## config.mk

```make
export PLATFORM = sky130hd
export DESIGN_NAME = i2c_target_regfile
export DESIGN_NICKNAME = d
export VERILOG_FILES = /design/src/rtl/i2c_target_regfile.sv
export SDC_FILE = /design/constraint.sdc
export NUM_CORES = 1
export LEC_CHECK = 0
export CORE_MARGIN = 2
export CORE_UTILIZATION = 25
export DETAILED_ROUTE_END_ITERATION = 16
export GPL_TIMING_DRIVEN = 1
export MAX_ROUTING_LAYER = met4
export SLEW_MARGIN = 20
export SYNTH_ARGS = -nofsm -noshare
export SYNTH_HDL_FRONTEND = slang
export SYNTH_SLANG_ARGS = --single-unit
export TNS_END_PERCENT = 30
```

## constraint.sdc

```tcl
create_clock -name MCLK -period 3.5 [get_ports MCLK]
set_input_delay 0.7 -clock MCLK [delete_from_list [all_inputs] [get_ports MCLK]]
set_output_delay 0.7 -clock MCLK [all_outputs]
set_load 0.02 [all_outputs]
```

## src/rtl/i2c_target_regfile.sv

```systemverilog
// i2c_target_regfile
//   I2C target with a 16 x 8 register file that stands in for an MPU6050-style
//   sensor. The bus master addresses the block, sets a 4-bit register pointer
//   and then reads or writes bursts with pointer auto-increment. Local logic
//   loads "sensor" values through a separate write port. Register 0xF always
//   reads WHOAMI.
// Ports
//   MCLK, RESET          system clock, synchronous active-high reset
//   SCL_IN, SDA_IN       raw asynchronous bus pin levels
//   SDA_OUT              open-drain control: 1 = release, 0 = pull low
//   LOC_WE/ADR/DATA      local register write port (one MCLK strobe)
//   REG_WR/ADR/DATA      one-MCLK notification of a bus register write
//   BUSY                 high while this target is engaged in a transaction
module i2c_target_regfile #(
  parameter logic [6:0] DEVICE = 7'h68,
  parameter logic [7:0] WHOAMI = 8'h68
) (
  input  logic       MCLK,
  input  logic       RESET,
  input  logic       SCL_IN,
  input  logic       SDA_IN,
  output logic       SDA_OUT,
  input  logic       LOC_WE,
  input  logic [3:0] LOC_ADR,
  input  logic [7:0] LOC_DATA,
  output logic       REG_WR,
  output logic [3:0] REG_ADR,
  output logic [7:0] REG_DATA,
  output logic       BUSY
);

  typedef enum logic [3:0] {
    S_IDLE, S_ADDR, S_ACK_A, S_PTR, S_ACK_P, S_WDATA, S_ACK_W, S_RDATA, S_MACK
  } state_t;

  // Register 0xF has no storage of its own: it always returns WHOAMI.
  function automatic logic [7:0] rd_byte(input logic [3:0] idx, input logic [7:0] val);
    logic [7:0] r;
    if (idx == 4'hF) begin
      r = WHOAMI;
    end else begin
      r = val;
    end
    return r;
  endfunction

  logic       scl_meta_q, scl_sync_q, scl_dly_q;
  logic       sda_meta_q, sda_sync_q, sda_dly_q;
  state_t     state_q, state_d;
  logic [3:0] cnt_q, cnt_d;
  logic [7:0] sh_q, sh_d;
  logic [3:0] ptr_q, ptr_d;
  logic       rw_q, rw_d;
  logic       mack_q, mack_d;
  logic       sda_out_q, sda_out_d;
  logic       busy_q, busy_d;
  logic       reg_wr_q, reg_wr_d;
  logic [3:0] reg_adr_q, reg_adr_d;
  logic [7:0] reg_data_q, reg_data_d;
  logic [7:0] regs_q [16];
  logic [7:0] regs_d [16];

  logic       scl_rise, scl_fall, scl_high, start_det, stop_det, byte_done;
  logic [7:0] shift_in, rd_cur, rd_nxt;
  logic [3:0] ptr_inc;

  // Bus pin synchroniser plus one delay stage for edge detection; idle level is high.
  always_ff @(posedge MCLK) begin
    if (RESET) begin
      scl_meta_q <= 1'b1; scl_sync_q <= 1'b1; scl_dly_q <= 1'b1;
      sda_meta_q <= 1'b1; sda_sync_q <= 1'b1; sda_dly_q <= 1'b1;
    end else begin
      scl_meta_q <= SCL_IN; scl_sync_q <= scl_meta_q; scl_dly_q <= scl_sync_q;
      sda_meta_q <= SDA_IN; sda_sync_q <= sda_meta_q; sda_dly_q <= sda_sync_q;
    end
  end

  assign scl_rise  = scl_sync_q & ~scl_dly_q;
  assign scl_fall  = ~scl_sync_q & scl_dly_q;
  assign scl_high  = scl_sync_q & scl_dly_q;
  assign start_det = scl_high & ~sda_sync_q & sda_dly_q;
  assign stop_det  = scl_high & sda_sync_q & ~sda_dly_q;
  // The 8th rising edge has already shifted the last bit; act on the following fall.
  assign byte_done = scl_fall & (cnt_q == 4'd8);
  assign shift_in  = {sh_q[6:0], sda_sync_q};
  assign ptr_inc   = ptr_q + 4'd1;
  assign rd_cur    = rd_byte(ptr_q, regs_q[ptr_q]);
  assign rd_nxt    = rd_byte(ptr_inc, regs_q[ptr_inc]);

  // Next-state logic for the bus protocol FSM and the register file.
  always_comb begin
    state_d    = state_q;
    cnt_d      = cnt_q;
    sh_d       = sh_q;
    ptr_d      = ptr_q;
    rw_d       = rw_q;
    mack_d     = mack_q;
    sda_out_d  = sda_out_q;
    busy_d     = busy_q;
    reg_wr_d   = 1'b0;
    reg_adr_d  = reg_adr_q;
    reg_data_d = reg_data_q;
    regs_d     = regs_q;

    // Local write first so a same-cycle bus write to the same index overrides it.
    if (LOC_WE && (LOC_ADR != 4'hF)) begin
      regs_d[LOC_ADR] = LOC_DATA;
    end else begin
      regs_d[4'hF] = regs_q[4'hF];
    end

    if (start_det) begin
      state_d   = S_ADDR;
      cnt_d     = 4'd0;
      sda_out_d = 1'b1;
      busy_d    = 1'b0;
    end else if (stop_det) begin
      state_d   = S_IDLE;
      cnt_d     = 4'd0;
      sda_out_d = 1'b1;
      busy_d    = 1'b0;
    end else begin
      case (state_q)
        S_IDLE: begin
          sda_out_d = 1'b1;
          busy_d    = 1'b0;
        end
        S_ADDR: begin
          if (scl_rise) begin
            sh_d  = shift_in;
            cnt_d = cnt_q + 4'd1;
          end else if (byte_done) begin
            if (sh_q[7:1] == DEVICE) begin
              state_d   = S_ACK_A;
              rw_d      = sh_q[0];
              sda_out_d = 1'b0;
              busy_d    = 1'b1;
            end else begin
              state_d = S_IDLE;
            end
          end else begin
            cnt_d = cnt_q;
          end
        end
        S_ACK_A: begin
          if (scl_fall) begin
            cnt_d = 4'd0;
            if (rw_q) begin
              state_d   = S_RDATA;
              sh_d      = rd_cur;
              sda_out_d = rd_cur[7];
            end else begin
              state_d   = S_PTR;
              sda_out_d = 1'b1;
            end
          end else begin
            cnt_d = cnt_q;
          end
        end
        S_PTR: begin
          if (scl_rise) begin
            sh_d  = shift_in;
            cnt_d = cnt_q + 4'd1;
          end else if (byte_done) begin
            state_d   = S_ACK_P;
            ptr_d     = sh_q[3:0];
            sda_out_d = 1'b0;
          end else begin
            cnt_d = cnt_q;
          end
        end
        S_WDATA: begin
          if (scl_rise) begin
            sh_d  = shift_in;
            cnt_d = cnt_q + 4'd1;
          end else if (byte_done) begin
            state_d    = S_ACK_W;
            sda_out_d  = 1'b0;
            reg_wr_d   = 1'b1;
            reg_adr_d  = ptr_q;
            reg_data_d = sh_q;
            ptr_d      = ptr_inc;
            if (ptr_q != 4'hF) begin
              regs_d[ptr_q] = sh_q;
            end else begin
              regs_d[4'hF] = regs_q[4'hF];
            end
          end else begin
            cnt_d = cnt_q;
          end
        end
        S_ACK_P, S_ACK_W: begin
          if (scl_fall) begin
            state_d   = S_WDATA;
            cnt_d     = 4'd0;
            sda_out_d = 1'b1;
          end else begin
            cnt_d = cnt_q;
          end
        end
        S_RDATA: begin
          if (scl_rise) begin
            cnt_d = cnt_q + 4'd1;
          end else if (byte_done) begin
            state_d   = S_MACK;
            sda_out_d = 1'b1;
          end else if (scl_fall) begin
            sh_d      = {sh_q[6:0], 1'b0};
            sda_out_d = sh_q[6];
          end else begin
            cnt_d = cnt_q;
          end
        end
        S_MACK: begin
          if (scl_rise) begin
            mack_d = sda_sync_q;
          end else if (scl_fall) begin
            cnt_d = 4'd0;
            if (!mack_q) begin
              state_d   = S_RDATA;
              ptr_d     = ptr_inc;
              sh_d      = rd_nxt;
              sda_out_d = rd_nxt[7];
            end else begin
              state_d   = S_IDLE;
              sda_out_d = 1'b1;
              busy_d    = 1'b0;
            end
          end else begin
            mack_d = mack_q;
          end
        end
        default: begin
          state_d   = S_IDLE;
          sda_out_d = 1'b1;
          busy_d    = 1'b0;
        end
      endcase
    end
  end

  // State, register file and registered outputs.
  always_ff @(posedge MCLK) begin
    if (RESET) begin
      state_q    <= S_IDLE;
      cnt_q      <= 4'd0;
      sh_q       <= 8'h00;
      ptr_q      <= 4'h0;
      rw_q       <= 1'b0;
      mack_q     <= 1'b1;
      sda_out_q  <= 1'b1;
      busy_q     <= 1'b0;
      reg_wr_q   <= 1'b0;
      reg_adr_q  <= 4'h0;
      reg_data_q <= 8'h00;
      for (int i = 0; i < 16; i++) begin
        regs_q[i] <= 8'h00;
      end
    end else begin
      state_q    <= state_d;
      cnt_q      <= cnt_d;
      sh_q       <= sh_d;
      ptr_q      <= ptr_d;
      rw_q       <= rw_d;
      mack_q     <= mack_d;
      sda_out_q  <= sda_out_d;
      busy_q     <= busy_d;
      reg_wr_q   <= reg_wr_d;
      reg_adr_q  <= reg_adr_d;
      reg_data_q <= reg_data_d;
      regs_q     <= regs_d;
    end
  end

  assign SDA_OUT  = sda_out_q;
  assign REG_WR   = reg_wr_q;
  assign REG_ADR  = reg_adr_q;
  assign REG_DATA = reg_data_q;
  assign BUSY     = busy_q;

endmodule

```

==> results_dict.tcl <==
set metrics [dict create \
    first_pass_iters 8 \
    status "completed" \
    clock_latency_ns 0.45 \
    start_kind "flop" \
    clock-sinks 171 \
    place_ws_ns 0.6951 \
    slowest_stage "ha_1" \
    core_area_sq_mm 0.03973 \
    synth_edf_count 0 \
    drc_errors 0 \
    grt_max_degree 95 \
    required_ns 3.81 \
    ys_warn_count 0 \
    yosysTopAreaCell "dfxtp_1" \
    grt_overflow 0 \
    peakVddDrop_v 0.0002221 \
    crit_chain "inv_1 > ha_1 > buf_4 > nor2b_1 > nand3_1 > a41oi_1 > a211o_1 > a211oi_1" \
    die_h_microns 204.8 \
    io_buffers 31 \
    syn_area_sq_mm 0.01008 \
    cap_viol_max_count 0 \
    clkTransAtPathRegs_ns 0.07 \
    cts.repair.resized 0 \
    die_w_microns 204.8 \
    setup_viol 0 \
    p_comb_share_pct 6.5 \
    die-area_sq_mm 0.04195 \
    swShare_pct 27.54 \
    grt_pass1_vias 8642 \
    synth.most_common_cell "nor2_1" \
    vias_per_cell 5.507 \
    max_stage_delay_ns 0.60 \
    power.share.clock_pct 45.3 \
    end_kind "flop" \
    vias 9037 \
    ys_ff_latch 171 \
    finClkSkew_ns 0.02088 \
    synth.top_cell.area_share_pct 33.96 \
    finalMaxSlewViolations 0 \
    rsz0062_at_grt "false" \
    dp.cells 1608 \
    worstSetupPathType "reg -> reg" \
    drt_iter0_drc 989 \
    period_minus_slack_ns 2.916 \
    p_int_mw 3.018 \
    fin_ws_ns 0.5839 \
    slew_headroom_pct 19.80 \
    seq_area_frac_synth_pct 33.96 \
    tightest_slew_ns 1.201 \
    wl_microns 35250 \
    start_util_pct 25.37 \
    clockBufferDepth 2 \
    hold_violations 0 \
    period_share_pct 83.32 \
    grt_pass1_wl_microns 53960 \
    finalNonFillerCells 1641 \
    crit_buf_inv 2 \
    syn_avg_cell_area_sq_um 9.025 \
    area_delta_synth_final_pct 14.06 \
    root_buffer "clkbuf_16" \
    fin_setup_tns_ns 0 \
    ios 32 \
    crit_fanout 14 \
    synth_cells 1117 \
    synth_flop_cell "dfxtp_1" \
    fp-row-count 73 \
    antenna_found_initial 1 \
    crit_arrival_ns 3.23 \
    synth.distinct_cells 56 \
    gp_congestion 0.9591 \
    grt_usage_pct 17.37 \
    htree_levels 4 \
    wire_per_inst_microns 21.48 \
    ant_nets 0 \
    nets 1126 \
    p_sw_mw 1.147 \
    async_flop_share_pct 0 \
    cts_buffers 17 \
    hpwl_microns 24040 \
    ctsHoldBuffers 0 \
    yosys-top-cells-area "dfxtp_1 34%, mux2i_1 13%, mux4_2 13%" \
    post-cts-setup-buffers 0 \
    critPathTopFamily "simple AND/OR/NAND/NOR gates" \
    yosys-top-cells-count "172 x nor2_1, 171 x dfxtp_1, 130 x a211oi_1, 130 x mux2i_1, 112 x nand2_1" \
    cts_tree "built" \
    hold_class "reg -> reg" \
    p_per_area_mw_per_mm2 362.2 \
    p_seq_share_pct 48.2 \
    syn_nets 1141 \
    final_layout_size_suffix_gt1_share_pct 12.83 \
    max_freq_ghz 0.3429 \
    p_leak_nw 4.113 \
]
==> flip-flops by register name, indices dropped and copies added (netlist names), 4 cells and up <==
name / flops
regs_q: 128
REG_DATA: 8
sh_q: 8
REG_ADR: 4
cnt_q: 4
ptr_q: 4
state_q: 4
==> cells in the final DEF, fill, tap and decap left out, types with 4 or more instances in the layout <==
master	instances
nor3b_1	4
or3_1	5
nand2b_1	9
clkdlybuf4s50_1	30
nor3_1	9
nor2_1	172
ha_1	7
a32oi_1	5
buf_4	34
o21ai_0	17
inv_1	5
inv_8	5
clkbuf_16	17
o22ai_1	4
nor4_1	9
or2_2	9
a21boi_0	5
a21oi_1	31
a211oi_1	130
nor2b_1	23
dfxtp_1	169
mux2i_1	130
nand3b_1	8
nand2_1	112
clkinvlp_4	4
mux4_2	56
nand3_1	37
and3_1	8
a31oi_1	4
==> through the flow <==
| stage | power (mW) | instance area [sq um] | hold slack [ns] | util (%) |
|---|---|---|---|---|
| floorplan | 2.201 | 10080 | 0.3895 | - |
| global placement | 2.313 | 10910 | 0.4041 | 27.47 |
| detailed placement | 2.316 | 10910 | 0.4014 | 27.47 |
| CTS | 4.195 | 11500 | 0.4238 | 28.93 |
| global route | 4.289 | 11500 | 0.4430 | 28.94 |
| finish | 4.164 | 11500 | 0.4178 | 28.94 |
==> logic make-up after synthesis <==
| family | Yosys count | share of synthesized area (%) |
|---|---|---|
| DFF | 171 | 33.96 |
| and+or+nand+nor | 416 | 18.52 |
| buffers and inverters | 105 | 4.468 |
| muxes | 188 | 25.64 |
| AOI/OAI and AO/OA | 223 | 15.85 |
| adders and majority gates | 8 | 0.9681 |
| xor gates and xnor gates | 6 | 0.5959 |
==> routing by layer <==
metal | part of all wire [%] | wire, microns | vias up | track usage, %
met3 | 10 | 3539 | 76 | 4.948
li1 | - | - | 4077 | -
met5 | 0 | 0 | - | -
met1 | 44 | 15440 | 4403 | 23.36
met4 | 2.9 | 1028 | 0 | 6.392
met2 | 43 | 15240 | 481 | 24.54
==> path summary, 6_finish.rpt <==
path                            startpoint    endpoint  slack (ns)  cells past startpoint
worst min register to register  scl_meta_q  scl_sync_q        0.42                      1
worst max register to register    ptr_q[1]     sh_q[6]        0.58                      8
worst max-delay path              ptr_q[1]     sh_q[6]        0.58                      8
worst min-delay path            scl_meta_q  scl_sync_q        0.42                      1
==> final cells by class <==
cell class,count,area [sq um]
flip-flops and latches,171,3428
well taps,525,656.9
inverters,5,18.77
fillers,4140,28230
clock buffers,18,429.2
diodes,1,2.502
multi-input cells,841,6215
clock inverters,14,152.6
repair buffers,66,595.6
==> power groups by stage <==
stage / Combinational (mW) / Clock (mW) / Sequential [mW]
4_1_cts: 0.267 / 1.92 / 2.01
3_3_place_gp: 0.262 / 0 / 2.05
5_1_grt: 0.287 / 1.99 / 2.01
3_5_place_dp: 0.266 / 0 / 2.05
6_report: 0.272 / 1.88 / 2.01
2_1_floorplan: 0.171 / 0 / 2.03
No activity file was read; power rests on OpenSTA's default activity.
